`src/rtl/adc_cap_pkg.sv`:
```
`default_nettype none
// ============================================================================
// Module      : adc_cap_pkg
// Description : Shared types and constants for the ADC capture controller:
//               FSM state encoding, formatter channel modes, timing defaults.
// Revision    : 1.0  initial release
// ============================================================================
package adc_cap_pkg;

  typedef enum logic [2:0] {
    ST_IDLE  = 3'd0,
    ST_ARM   = 3'd1,
    ST_RUN   = 3'd2,
    ST_DRAIN = 3'd3,
    ST_GAP   = 3'd4
  } state_t;

  localparam logic [1:0] CH_TEST = 2'b00;
  localparam logic [1:0] CH_A    = 2'b01;
  localparam logic [1:0] CH_B    = 2'b10;
  localparam logic [1:0] CH_DUAL = 2'b11;

  localparam int ARM_CYCLES_DFLT   = 2;
  localparam int DRAIN_CYCLES_DFLT = 3;

  // Dual interleave emits A/B pairs, so an odd frame length would split a pair.
  function automatic logic [15:0] eff_len(input logic [1:0] mode, input logic [15:0] len);
    return (mode == CH_DUAL) ? {len[15:1], 1'b0} : len;
  endfunction

endpackage
`default_nettype wire

```
`src/rtl/adc_capture_ctrl.sv`:
```
`default_nettype none
// ============================================================================
// Module      : adc_capture_ctrl
// Description : Frame scheduler for the ADC sample formatter. Sequences the
//               formatter enable/channel select, throttles on FIFO
//               back-pressure and writes exactly frame_len words per frame
//               with SOF/EOF markers into the TX FIFO.
// Revision    : 1.0  initial release
// ============================================================================
module adc_capture_ctrl
  import adc_cap_pkg::*;
#(
  parameter int ARM_CYCLES   = ARM_CYCLES_DFLT,
  parameter int DRAIN_CYCLES = DRAIN_CYCLES_DFLT
) (
  input  logic        clk,
  input  logic        reset,
  input  logic        cfg_start,
  input  logic        cfg_stop,
  input  logic [1:0]  cfg_ch_sel,
  input  logic [15:0] cfg_frame_len,
  input  logic        cfg_continuous,
  input  logic [15:0] cfg_gap,
  output logic        ad_data_en,
  output logic [1:0]  ch_sel,
  input  logic [15:0] ad_out,
  input  logic        ad_out_valid,
  output logic [15:0] fifo_wdata,
  output logic        fifo_wr,
  output logic        fifo_sof,
  output logic        fifo_eof,
  input  logic        fifo_almost_full,
  output logic        busy,
  output logic        cfg_err,
  output logic [15:0] frame_cnt
);

  state_t      r_state;
  state_t      w_state_nxt;
  logic [15:0] r_tmr;
  logic [15:0] w_tmr_nxt;
  logic [15:0] r_wcnt;
  logic [15:0] w_wcnt_nxt;
  logic [15:0] r_len;
  logic [1:0]  r_mode;
  logic        r_cont;
  logic [15:0] r_gap;
  logic        r_stop_pend;
  logic        r_en;
  logic [1:0]  r_ch_sel;
  logic [15:0] r_wdata;
  logic        r_wr;
  logic        r_sof;
  logic        r_eof;
  logic        r_err;
  logic [15:0] r_frame_cnt;

  logic [15:0] w_eff_len;
  logic        w_wr;
  logic        w_done;
  logic        w_en_nxt;

  assign w_eff_len = eff_len(cfg_ch_sel, cfg_frame_len);
  assign w_wr      = (r_state == ST_RUN) && ad_out_valid && (r_wcnt < r_len);
  assign w_done    = (r_state == ST_RUN) && (r_wcnt == r_len);

  // State register.
  always_ff @(posedge clk) begin
    if (reset) r_state <= ST_IDLE;
    else       r_state <= w_state_nxt;
  end

  // Next state, shared ARM/DRAIN/GAP down-counter, word count and next enable.
  always_comb begin
    w_state_nxt = r_state;
    case (r_state)
      ST_IDLE:  if (cfg_start && (w_eff_len != 16'd0)) w_state_nxt = ST_ARM;
      ST_ARM:   if (r_tmr == 16'd0) w_state_nxt = ST_RUN;
      ST_RUN:   if (r_wcnt == r_len) w_state_nxt = ST_DRAIN;
      ST_DRAIN: begin
        if (r_tmr == 16'd0) begin
          if (r_cont && !r_stop_pend && !cfg_stop)
            w_state_nxt = (r_gap == 16'd0) ? ST_ARM : ST_GAP;
          else
            w_state_nxt = ST_IDLE;
        end
      end
      ST_GAP: begin
        if (cfg_stop)             w_state_nxt = ST_IDLE;
        else if (r_tmr == 16'd0)  w_state_nxt = ST_ARM;
      end
      default:  w_state_nxt = ST_IDLE;
    endcase

    w_tmr_nxt = (r_tmr != 16'd0) ? (r_tmr - 16'd1) : 16'd0;
    if (w_state_nxt != r_state) begin
      case (w_state_nxt)
        ST_ARM:   w_tmr_nxt = 16'(ARM_CYCLES - 1);
        ST_DRAIN: w_tmr_nxt = 16'(DRAIN_CYCLES - 1);
        ST_GAP:   w_tmr_nxt = r_gap - 16'd1;
        default:  w_tmr_nxt = 16'd0;
      endcase
    end

    w_wcnt_nxt = (r_state == ST_ARM) ? 16'd0 : (r_wcnt + {15'd0, w_wr});
    w_en_nxt   = (w_state_nxt == ST_RUN) && !fifo_almost_full && (w_wcnt_nxt < r_len);
  end

  // Command latch, formatter control, FIFO write stage and frame counter.
  always_ff @(posedge clk) begin
    if (reset) begin
      r_tmr       <= 16'd0;
      r_wcnt      <= 16'd0;
      r_len       <= 16'd0;
      r_mode      <= CH_TEST;
      r_cont      <= 1'b0;
      r_gap       <= 16'd0;
      r_stop_pend <= 1'b0;
      r_en        <= 1'b0;
      r_ch_sel    <= CH_TEST;
      r_wdata     <= 16'd0;
      r_wr        <= 1'b0;
      r_sof       <= 1'b0;
      r_eof       <= 1'b0;
      r_err       <= 1'b0;
      r_frame_cnt <= 16'd0;
    end else begin
      r_tmr  <= w_tmr_nxt;
      r_wcnt <= w_wcnt_nxt;
      r_en   <= w_en_nxt;
      r_err  <= (r_state == ST_IDLE) && cfg_start && (w_eff_len == 16'd0);

      if ((r_state == ST_IDLE) && cfg_start) begin
        r_mode <= cfg_ch_sel;
        r_len  <= w_eff_len;
        r_cont <= cfg_continuous;
        r_gap  <= cfg_gap;
      end

      // Stop is remembered until the frame in progress has drained.
      if ((r_state == ST_ARM) || (r_state == ST_RUN) || (r_state == ST_DRAIN))
        r_stop_pend <= r_stop_pend | cfg_stop;
      else
        r_stop_pend <= 1'b0;

      // Channel select only moves on ARM entry, while enable is guaranteed low.
      if ((w_state_nxt == ST_ARM) && (r_state != ST_ARM))
        r_ch_sel <= (r_state == ST_IDLE) ? cfg_ch_sel : r_mode;

      r_wr  <= w_wr;
      r_sof <= w_wr && (r_wcnt == 16'd0);
      r_eof <= w_wr && (r_wcnt == (r_len - 16'd1));
      if (w_wr) r_wdata <= ad_out;

      if (w_done) r_frame_cnt <= r_frame_cnt + 16'd1;
    end
  end

  assign ad_data_en = r_en;
  assign ch_sel     = r_ch_sel;
  assign fifo_wdata = r_wdata;
  assign fifo_wr    = r_wr;
  assign fifo_sof   = r_sof;
  assign fifo_eof   = r_eof;
  assign busy       = (r_state != ST_IDLE);
  assign cfg_err    = r_err;
  assign frame_cnt  = r_frame_cnt;

endmodule
`default_nettype wire

```
`config.mk`:
```
export PLATFORM = sky130hd
export DESIGN_NAME = adc_capture_ctrl
export DESIGN_NICKNAME = d
export VERILOG_FILES = /design/src/rtl/adc_cap_pkg.sv /design/src/rtl/adc_capture_ctrl.sv
export SDC_FILE = /design/constraint.sdc
export NUM_CORES = 1
export LEC_CHECK = 0
export ABC_AREA = 1
export BUFFER_PORTS_ARGS = -buffer_cell sky130_fd_sc_hd__buf_2
export CAP_MARGIN = 40
export CORE_MARGIN = 4
export CORE_UTILIZATION = 50
export CTS_CLUSTER_SIZE = 16
export DETAILED_ROUTE_END_ITERATION = 10
export PLACE_DENSITY = 0.71
export REMOVE_ABC_BUFFERS = 1
export SLEW_MARGIN = 20
export SYNTH_ARGS = -nofsm -noshare
export SYNTH_HDL_FRONTEND = slang
export SYNTH_SLANG_ARGS = --single-unit
```
`constraint.sdc`:
```
create_clock -name clk -period 9.75 [get_ports clk]
set_clock_uncertainty 0.2 [all_clocks]
set_input_delay 0.4875 -clock clk [delete_from_list [all_inputs] [get_ports clk]]
set_output_delay 0.4875 -clock clk [all_outputs]
set_load 0.005 [all_outputs]
```
Word level (Yosys, flattened, before mapping)

Cells that the tools add are included.

Latch bits: 0
ROM bits: 0
Memory bits (writable): 0
Flip-flop bits (word level): 110
Memories: 0

Divide/modulo/power cells: 0
Multiplexer cells: 15
$mul: 0
Bitwise gates (word level): 2
Eq/ne operators: 13
Order comparisons: 2
Reduce and logical (&&, ||, !) cells: 27
Shift operators: 0
$add $sub $neg: 5

Operators by type and width:

| cell                                                                     | number |
|---|---|
| 16-bit zero test                                                         | 4 |
| 16-bit 2-to-1 mux                                                        | 3 |
| 16-bit case mux with 3 select lines                                      | 1 |
| 16-bit by 1-bit subtractor with 16-bit output (second input constant)    | 3 |
| 16-bit equality test                                                     | 2 |
| 16-bit less-than comparator                                              | 2 |
| 16-bit nonzero test                                                      | 2 |
| 3-bit 2-to-1 mux                                                         | 8 |
| 16-bit by 1-bit adder with 16-bit output                                 | 1 |
| 16-bit by 1-bit adder with 16-bit output (second input constant)         | 1 |
| 3-bit case mux with 5 select lines                                       | 1 |
| 1-bit logical AND                                                        | 13 |
| 3-bit by 2-bit equality test with 1-bit output (second input constant)   | 4 |
| 3-bit by 1-bit equality test with 1-bit output (second input constant)   | 2 |
| 3-bit equality test (second input constant)                              | 2 |
| 1-bit zero test                                                          | 3 |
| 3-bit zero test                                                          | 1 |
| 3-bit by 1-bit inequality test with 1-bit output (second input constant) | 1 |
| 3-bit inequality test                                                    | 1 |
| 3-bit nonzero test                                                       | 1 |
| 2-bit equality test (second input constant)                              | 1 |
| 1-bit logical OR                                                         | 2 |
| 2-bit 2-to-1 mux                                                         | 1 |
| 2-bit OR reduction                                                       | 1 |
| 3 further kinds                                                          | 3 |

Logic depth before layout (Yosys ltp)

Gate-level depths: netlist (run 1).

Depth in word-level cells: 9
Mapped depth: 28

Worst setup path before layout (run 1)

OpenSTA, ideal clock, no wires.

Path type: reg-to-reg
Start: reg r_len[15]
End: reg r_en, in the netlist ad_data_en
Setup slack: 5,688 ps
Period minus slack after synthesis: 4,062 ps
Setup time: 70 ps
Stages on the path, launching flop included: 26
Arrival time: 3,792 ps
Required time: 9,480 ps
Cells stage by stage: dfxtp_1 -> inv_1 -> ha_1 -> a211oi_1 -> nand3_1 -> nor2_1 -> nand2_1 -> clkinv_1 -> buf_2 -> ha_1 -> ha_1 -> nand2_1 -> inv_1 -> nand3_1 -> nor2_1 -> nand3_1 -> nor2_1 -> nand4_1 -> xor2_1 -> nor2_1 -> ha_1 -> nand2_1 -> o21bai_1 -> a2111oi_0 -> nand3_1 -> a21oi_1

Cells in the longest elaborated chain, start to end: 6
Elaborated cells on any way between the ends: 11
Classes of those cells: add/sub (1); order compare (2); eq/ne (2); mux (3); reduce/logical (3)

Ends and longest elaborated chain:

| element                                  | line                    | RTL |
|---|---|---|
| from (decl)                              | adc_capture_ctrl.sv:44  | `logic [15:0] r_len;` |
| from (signal assigned)                   | adc_capture_ctrl.sv:135 | `r_len <= w_eff_len;` |
| 16-bit less-than comparator              | adc_capture_ctrl.sv:64  | `assign w_wr = (r_state == ST_RUN) && ad_out_valid && (r_wcnt < r_len);` |
| 1-bit logical AND                        | adc_capture_ctrl.sv:64  |  |
| named net w_wr                           | adc_capture_ctrl.sv:59  | `logic w_wr;` |
| 16-bit by 1-bit adder with 16-bit output | adc_capture_ctrl.sv:105 | `w_wcnt_nxt = (r_state == ST_ARM) ? 16'd0 : (r_wcnt + {15'd0, w_wr});` |
| 16-bit 2-to-1 mux                        | adc_capture_ctrl.sv:105 |  |
| named net w_wcnt_nxt[14]                 | adc_capture_ctrl.sv:43  | `logic [15:0] w_wcnt_nxt;` |
| 16-bit less-than comparator              | adc_capture_ctrl.sv:106 | `w_en_nxt = (w_state_nxt == ST_RUN) && !fifo_almost_full && (w_wcnt_nxt < r_len);` |
| 1-bit logical AND                        | adc_capture_ctrl.sv:106 |  |
| to (signal assigned)                     | adc_capture_ctrl.sv:130 | `r_en <= w_en_nxt;` |
| to (decl)                                | adc_capture_ctrl.sv:49  | `logic r_en;` |

The timed path passes the listed nets, and every way through them passes these cells.
A chain may end at the register's enable or synchronous reset.

Worst setup path after layout (run 1)

Start: reg r_len[9]
End: reg r_en, in the netlist ad_data_en

Cells in the longest elaborated chain, start to end: 6
Elaborated cells on any way between the ends: 11
Classes of those cells: add/sub (1); order compare (2); eq/ne (2); mux (3); reduce/logical (3)

Ends and longest elaborated chain:

| element                                  | line |
|---|---|
| 16-bit less-than comparator              | adc_capture_ctrl.sv:64 |
| 1-bit logical AND                        | adc_capture_ctrl.sv:64 |
| 16-bit by 1-bit adder with 16-bit output | adc_capture_ctrl.sv:105 |
| 16-bit 2-to-1 mux                        | adc_capture_ctrl.sv:105 |
| named net w_wcnt_nxt[14]                 | adc_capture_ctrl.sv:43 |
| 16-bit less-than comparator              | adc_capture_ctrl.sv:106 |
| 1-bit logical AND                        | adc_capture_ctrl.sv:106 |

The timed path passes the listed nets, and every way through them passes these cells.

==> results of run 1 <==
## metal layers
| layer | share of wire, % | GRT usage [%] |
|---|---|---|
| met2 | 42 | 34.1 |
| met1 | 50 | 32.5 |
| met3 | 5.8 | 4.75 |
| met4 | 1.8 | 7.63 |
| met5 | 0.042 | 0 |
## sequential cells by signal, summed over array words and instances (netlist names)
register,cells
ad_data_en,1
cfg_err,1
ch_sel,2
fifo_eof,1
fifo_sof,1
fifo_wdata,16
fifo_wr,1
frame_cnt,16
r_cont,1
r_gap,16
r_len,16
r_mode,2
r_state,3
r_stop_pend,1
r_tmr,16
r_wcnt,16
## placed cells by master (no fill, tap or decap), types with 3 or more instances in the layout
cell type	Yosys	routed
nor4_1	18	18
a21oi_2	3	3
nand4_1	13	13
nor2_2	5	5
nor2_1	148	148
xor2_1	27	27
nor3_1	34	34
a21oi_1	86	86
nand2_1	155	155
inv_2	6	7
ha_1	37	37
or2_2	4	4
buf_4	1	3
nand3_1	62	62
inv_6	0	3
clkbuf_16	0	9
inv_1	105	104
a211oi_1	4	4
dfxtp_1	110	110
nand3b_1	3	3
xnor2_1	11	11
o21ai_0	75	75
buf_2	4	96
nand3_2	6	6
nand2_2	6	6
## stage by stage
step | util [%] | cells | total power [W]
detailed placement | 56.1 | 1206 | 0.00135
floorplan | - | 934 | 0.00116
finish | 58.5 | 1222 | 0.00173
global placement | 55.9 | 1205 | 0.00134
CTS | 58.5 | 1222 | 0.00173
global route | 58.5 | 1222 | 0.00187
## layout make-up
class                   instances  area [µm²]  area share, %
multi-input cells             712        3780           50.8
repair buffers                100         523           7.03
flip-flops and latches        110        2200           29.6
clock buffers                  10         239           3.21
well taps                     172         215           2.89
inverters                     112         420           5.65
clock inverters                 6        62.6          0.841
## kinds of logic (layout without fill, tap and decap cells)
kind of cell	Yosys count	after routing	synth area share, %
AOI/OAI and AO/OA	173	173	13.7
adders and majority gates	37	37	7.07
and+or+nand+nor	464	464	31.8
xor gates and xnor gates	38	38	5.08
buffers and inverters	142	228	8.68
DFF	110	110	33.6
## worst paths after layout
kind | from | end | slack (ns) | cells after the start
min reg2reg | frame_cnt[12] | frame_cnt[12] | 0.28 | 2
max reg2reg | r_len[9] | ad_data_en | 4.48 | 24
max | r_len[9] | ad_data_en | 4.48 | 24
min | cfg_continuous | r_cont | 0.17 | 3
## worst reg2reg max path: cells and delay by family (launching register included)
family / cells / cell delay, ns
flops: 1 / 0.40
compound gates: 3 / 0.57
fa+ha+maj: 4 / 1.21
buf+inv: 3 / 0.80
simple gates: 13 / 1.81
xor+xnor: 1 / 0.20
## power by group
group | internal, W | switching [W]
Sequential | 0.000515 | 0.0000539
Combinational | 0.000267 | 0.000513
Clock | 0.000188 | 0.000189
Total | 0.000970 | 0.000756
==> results.json, run 1 <==
{
  "insertion_delay_ns": 0.36,
  "maxCapViolCount": 0,
  "dr.pass1.iters": 5,
  "cts-buffers-inserted": 9,
  "tightestPinTransition_ns": 0.707,
  "start_util_pct": 51.5,
  "rows": 41,
  "grt_max_degree": 62,
  "viasPerCell": 5.18,
  "grt_pass1_wl_mm": 27.6,
  "synth.area.top_cells": "dfxtp_1 (34%), nand2_1 (8.9%), nor2_1 (8.5%)",
  "crit_buf_inv": 3,
  "pin_count": 97,
  "finalCritPeriodShare_pct": 54.1,
  "tns_ns": 0,
  "cellPowerDensity_mw_per_mm2": 232,
  "synth_commonest_cells": "nand2_1 (155), nor2_1 (148), dfxtp_1 (110)",
  "clk_pin_slew_ns": 0.08,
  "grt_pass1_vias": 5814,
  "cpPeakStageDelay_ns": 0.60,
  "ys_ff_latch": 110,
  "grt_usage_pct": 22.7,
  "slew_viol_final": 0,
  "dp_slack_ns": 4.55,
  "worstPathRequired_ns": 9.84,
  "syn_area_mm2": 0.00655,
  "placed_cell_area_mm2": 0.00714,
  "layout-drive-gt1-share_pct": 14.6,
  "avgSynthCellArea_um2": 6.79,
  "fin_crit_ns": 5.27,
  "path_max_fanout": 19,
  "hold_violations": 0,
  "start_kind": "register",
  "timing.hold.ws_ns": 0.167,
  "setup.worst_path.class": "reg -> reg",
  "grt_overflow": 0,
  "layout.nets": 1139,
  "setup_ws_ns": 4.48,
  "portBuffers": 96,
  "irDropWorstVdd_mv": 0.111,
  "routed_wl_mm": 16.5,
  "fmax_ghz": 0.190,
  "min-delay-path-class": "in -> reg",
  "synth_cell_types": 38,
  "status": "complete, no violations",
  "synthDominantCellAreaShare_pct": 33.6,
  "synth_most_common_cell": "nand2_1",
  "synthFlopType": "dfxtp_1",
  "drt_iter0_markers": 389,
  "cts_buffer_depth": 2,
  "cp-end-kind": "register",
  "path_delay_family": "simple AND/OR/NAND/NOR gates",
  "cts_setup_buffers": 0,
  "avgRoutedWirePerCell_um": 13.5,
  "dieArea_mm2": 0.0150,
  "worstPathArrival_ns": 5.36,
  "postCtsHoldBufs": 0,
  "place_congestion": 0.904,
  "rsz0062_at_grt": "false",
  "synth_seq_area_share_pct": 33.6,
  "crit_path_cell_trace": "inv_1 -> ha_1 -> nand4_1 -> nor2_1 -> nand2_1 -> nand2_1 -> clkinv_1 -> ha_1 -> ha_1 -> nand2_1 -> inv_1 -> nand3_1 -> nor2_1 -> nand3_1 -> nor2_1 -> nand4_1 -> xor2_1 -> nor2_1 -> ha_1 -> nand2_1 -> o21bai_1 -> a2111oi_0 -> nand3_1 -> a21oi_1",
  "leakagePower_nw": 3.42,
  "synth_warnings": 0,
  "cts_tree": "built",
  "synthArstFlopShare_pct": 0,
  "fp.dieH_um": 122,
  "cts_resized": 0,
  "postRouteAntennaNets": 0,
  "antenna_found_initial": 1,
  "drc": 0,
  "critical_path.slowest_cell": "clkinv_1",
  "hpwl_mm": 12.5,
  "synthCells": 964,
  "nFillCells": 1294,
  "num_antenna_cells": 0,
  "clockRootBuffer": "clkbuf_16",
  "fin_area_mm2": 0.00744,
  "setup_viol": 0,
  "area_delta_synth_final_pct": 13.6,
  "cts.sink_count": 110,
  "synth_largest_area_cell": "dfxtp_1",
  "core-area_mm2": 0.0127,
  "die_width_um": 122,
  "synth_edf_count": 0,
  "slew_headroom_pct": 52.4,
  "vias": 6334,
  "h-tree-depth": 3
}
(Power assumes the default switching activity.)
==> inputs of run 2 (changes only) <==
==> constraint.sdc (replaced) <==
create_clock -name clk -period 5.5 [get_ports clk]
set_clock_uncertainty 0.2 [all_clocks]
set_input_delay 0.275 -clock clk [delete_from_list [all_inputs] [get_ports clk]]
set_output_delay 0.275 -clock clk [all_outputs]
set_load 0.005 [all_outputs]
==> run 2 against run 1 <==
Net effect: register-to-register slack worse by 3.5 ns; flip-flop and latch count unchanged; die area unchanged; worst hold slack worse by 0.16 ns; critical path type unchanged; setup slack worse by 3.5 ns; fmax up 15%; critical endpoint unchanged; sequential power up 78%; final area up 3.9%; clock-buffer cell count unchanged.
==> results.json, run 2 (same netlist as run 1, synthesis figures left out) <==
{
  "status": "complete, no violations",
  "layout-drive-gt1-share_pct": 14.3,
  "slew_viol_final": 0,
  "hold_violations": 0,
  "fin_crit_ns": 4.57,
  "drc": 0,
  "cts.sink_count": 110,
  "finalCritPeriodShare_pct": 83.0,
  "clk_pin_slew_ns": 0.08,
  "mostFrequentLayoutCells": "nand2_1 (155), nor2_1 (148), dfxtp_1 (110)",
  "vias": 6483,
  "fmax_ghz": 0.219,
  "nFillCells": 1253,
  "pin_count": 97,
  "dr.pass1.iters": 5,
  "layoutNonFillerInstCount": 1252,
  "leakagePower_nw": 3.54,
  "tightestPinTransition_ns": 0.764,
  "cts-buffers-inserted": 9,
  "portBuffers": 96,
  "clockRootBuffer": "clkbuf_16",
  "dp.cells": 1208,
  "num_antenna_cells": 0,
  "routed_wl_mm": 17.0,
  "insertion_delay_ns": 0.36,
  "slew_headroom_pct": 48.6,
  "grt_pass1_vias": 5945,
  "cts_buffer_depth": 2,
  "finalPower_w": 0.00306,
  "regArea_mm2": 0.00220,
  "antenna_found_initial": 0,
  "cp-end-kind": "register",
  "dieArea_mm2": 0.0150,
  "fp.dieH_um": 122,
  "worstPathArrival_ns": 4.66,
  "start_util_pct": 51.5,
  "cellPowerDensity_mw_per_mm2": 397,
  "place_congestion": 0.897,
  "hpwl_mm": 12.3,
  "grt_pass1_wl_mm": 28.0,
  "multiInputGateArea_mm2": 0.00378,
  "die_width_um": 122,
  "setup.worst_path.class": "reg -> reg",
  "avgRoutedWirePerCell_um": 13.6,
  "final_common_cell": "nand2_1",
  "postRouteAntennaNets": 0,
  "start_kind": "register",
  "h-tree-depth": 3,
  "cts_tree": "built",
  "min-delay-path-class": "in -> reg",
  "rows": 41,
  "tns_ns": 0,
  "setup_viol": 0,
  "viasPerCell": 5.18,
  "irDropWorstVdd_mv": 0.229,
  "core-area_mm2": 0.0127,
  "grt_max_degree": 62,
  "grt_overflow": 0,
  "rsz0062_at_grt": "false",
  "layout.nets": 1169,
  "drt_iter0_markers": 393,
  "path_max_fanout": 17,
  "area_delta_synth_final_pct": 18.0,
  "worstPathRequired_ns": 5.59,
  "cts_setup_buffers": 0,
  "maxCapViolCount": 0,
  "grt_usage_pct": 23.2
}
-- run 2: area by class of cell --
type                    instances  share of cell area [%]
multi-input cells             712                    48.9
repair buffers                130                    10.6
clock buffers                  10                    2.96
well taps                     172                    2.79
clock inverters                 6                   0.777
flip-flops and latches        110                    28.5
inverters                     112                    5.44
-- run 2: metrics by stage --
| stage | area, µm² | hold WS (ns) | setup WS, ns | utilization [%] |
|---|---|---|---|---|
| floorplan | 6400 | 0.137 | 1.31 | - |
| global placement | 7120 | 0.254 | 1.19 | 56.0 |
| detailed placement | 7160 | 0.256 | 1.02 | 56.2 |
| CTS | 7720 | 0.0000833 | 0.969 | 60.7 |
| global route | 7720 | 0.0176 | 0.324 | 60.7 |
| finish | 7720 | 0.00884 | 0.932 | 60.7 |
-- run 2: timing repair --
| action | in CTS | in global routing |
|---|---|---|
| endpoints found under the hold margin | 28 | 0 |
| resized for setup | 0 | 0 |
| hold buffers | 28 | 0 |
-- run 2: final timing paths --
kind                 startpoint  depth (start not counted)  slack (ns)    endpoint
setup reg to reg       r_len[5]                         27        0.93  ad_data_en
setup / recovery       r_len[5]                         27        0.93  ad_data_en
hold / removal    cfg_ch_sel[1]                          3       0.009   r_mode[1]
hold reg to reg       ch_sel[1]                          2        0.27   ch_sel[1]
-- run 2: where the power goes --
part,internal (W),switching [W],total (W)
Sequential,0.000913,0.0000952,0.00101
Clock,0.000322,0.000331,0.000653
Combinational,0.000490,0.000912,0.00140
-- run 2: layer usage --
metal | wire length [µm] | vias up | GRT usage (%)
met5 | 0 | - | 0
met4 | 306 | 0 | 7.98
met3 | 1020 | 24 | 5.07
met2 | 7350 | 154 | 35.5
met1 | 8350 | 2908 | 32.4
li1 | - | 3397 | -
-- run 2: worst max-delay path, cell delays in order (launching register included) --
cell and delay, ns:
dfxtp_1 0.38, inv_1 0.09, ha_1 0.29, a21oi_1 0.13, nor2_1 0.05, nor3_1 0.20, nand2_1 0.08, nand2_1 0.07
nand2_1 0.07, clkinv_1 0.05, buf_4 0.21, ha_1 0.21, ha_1 0.18, nand2_1 0.08, inv_1 0.10, nand3_1 0.13
nor2_1 0.25, nand3_1 0.19, nor2_1 0.13, nand4_1 0.10, xor2_1 0.23, nor2_1 0.07, ha_1 0.29, nand2_1 0.09
o21bai_1 0.07, a2111oi_0 0.30, nand3_1 0.11, a21oi_1 0.14
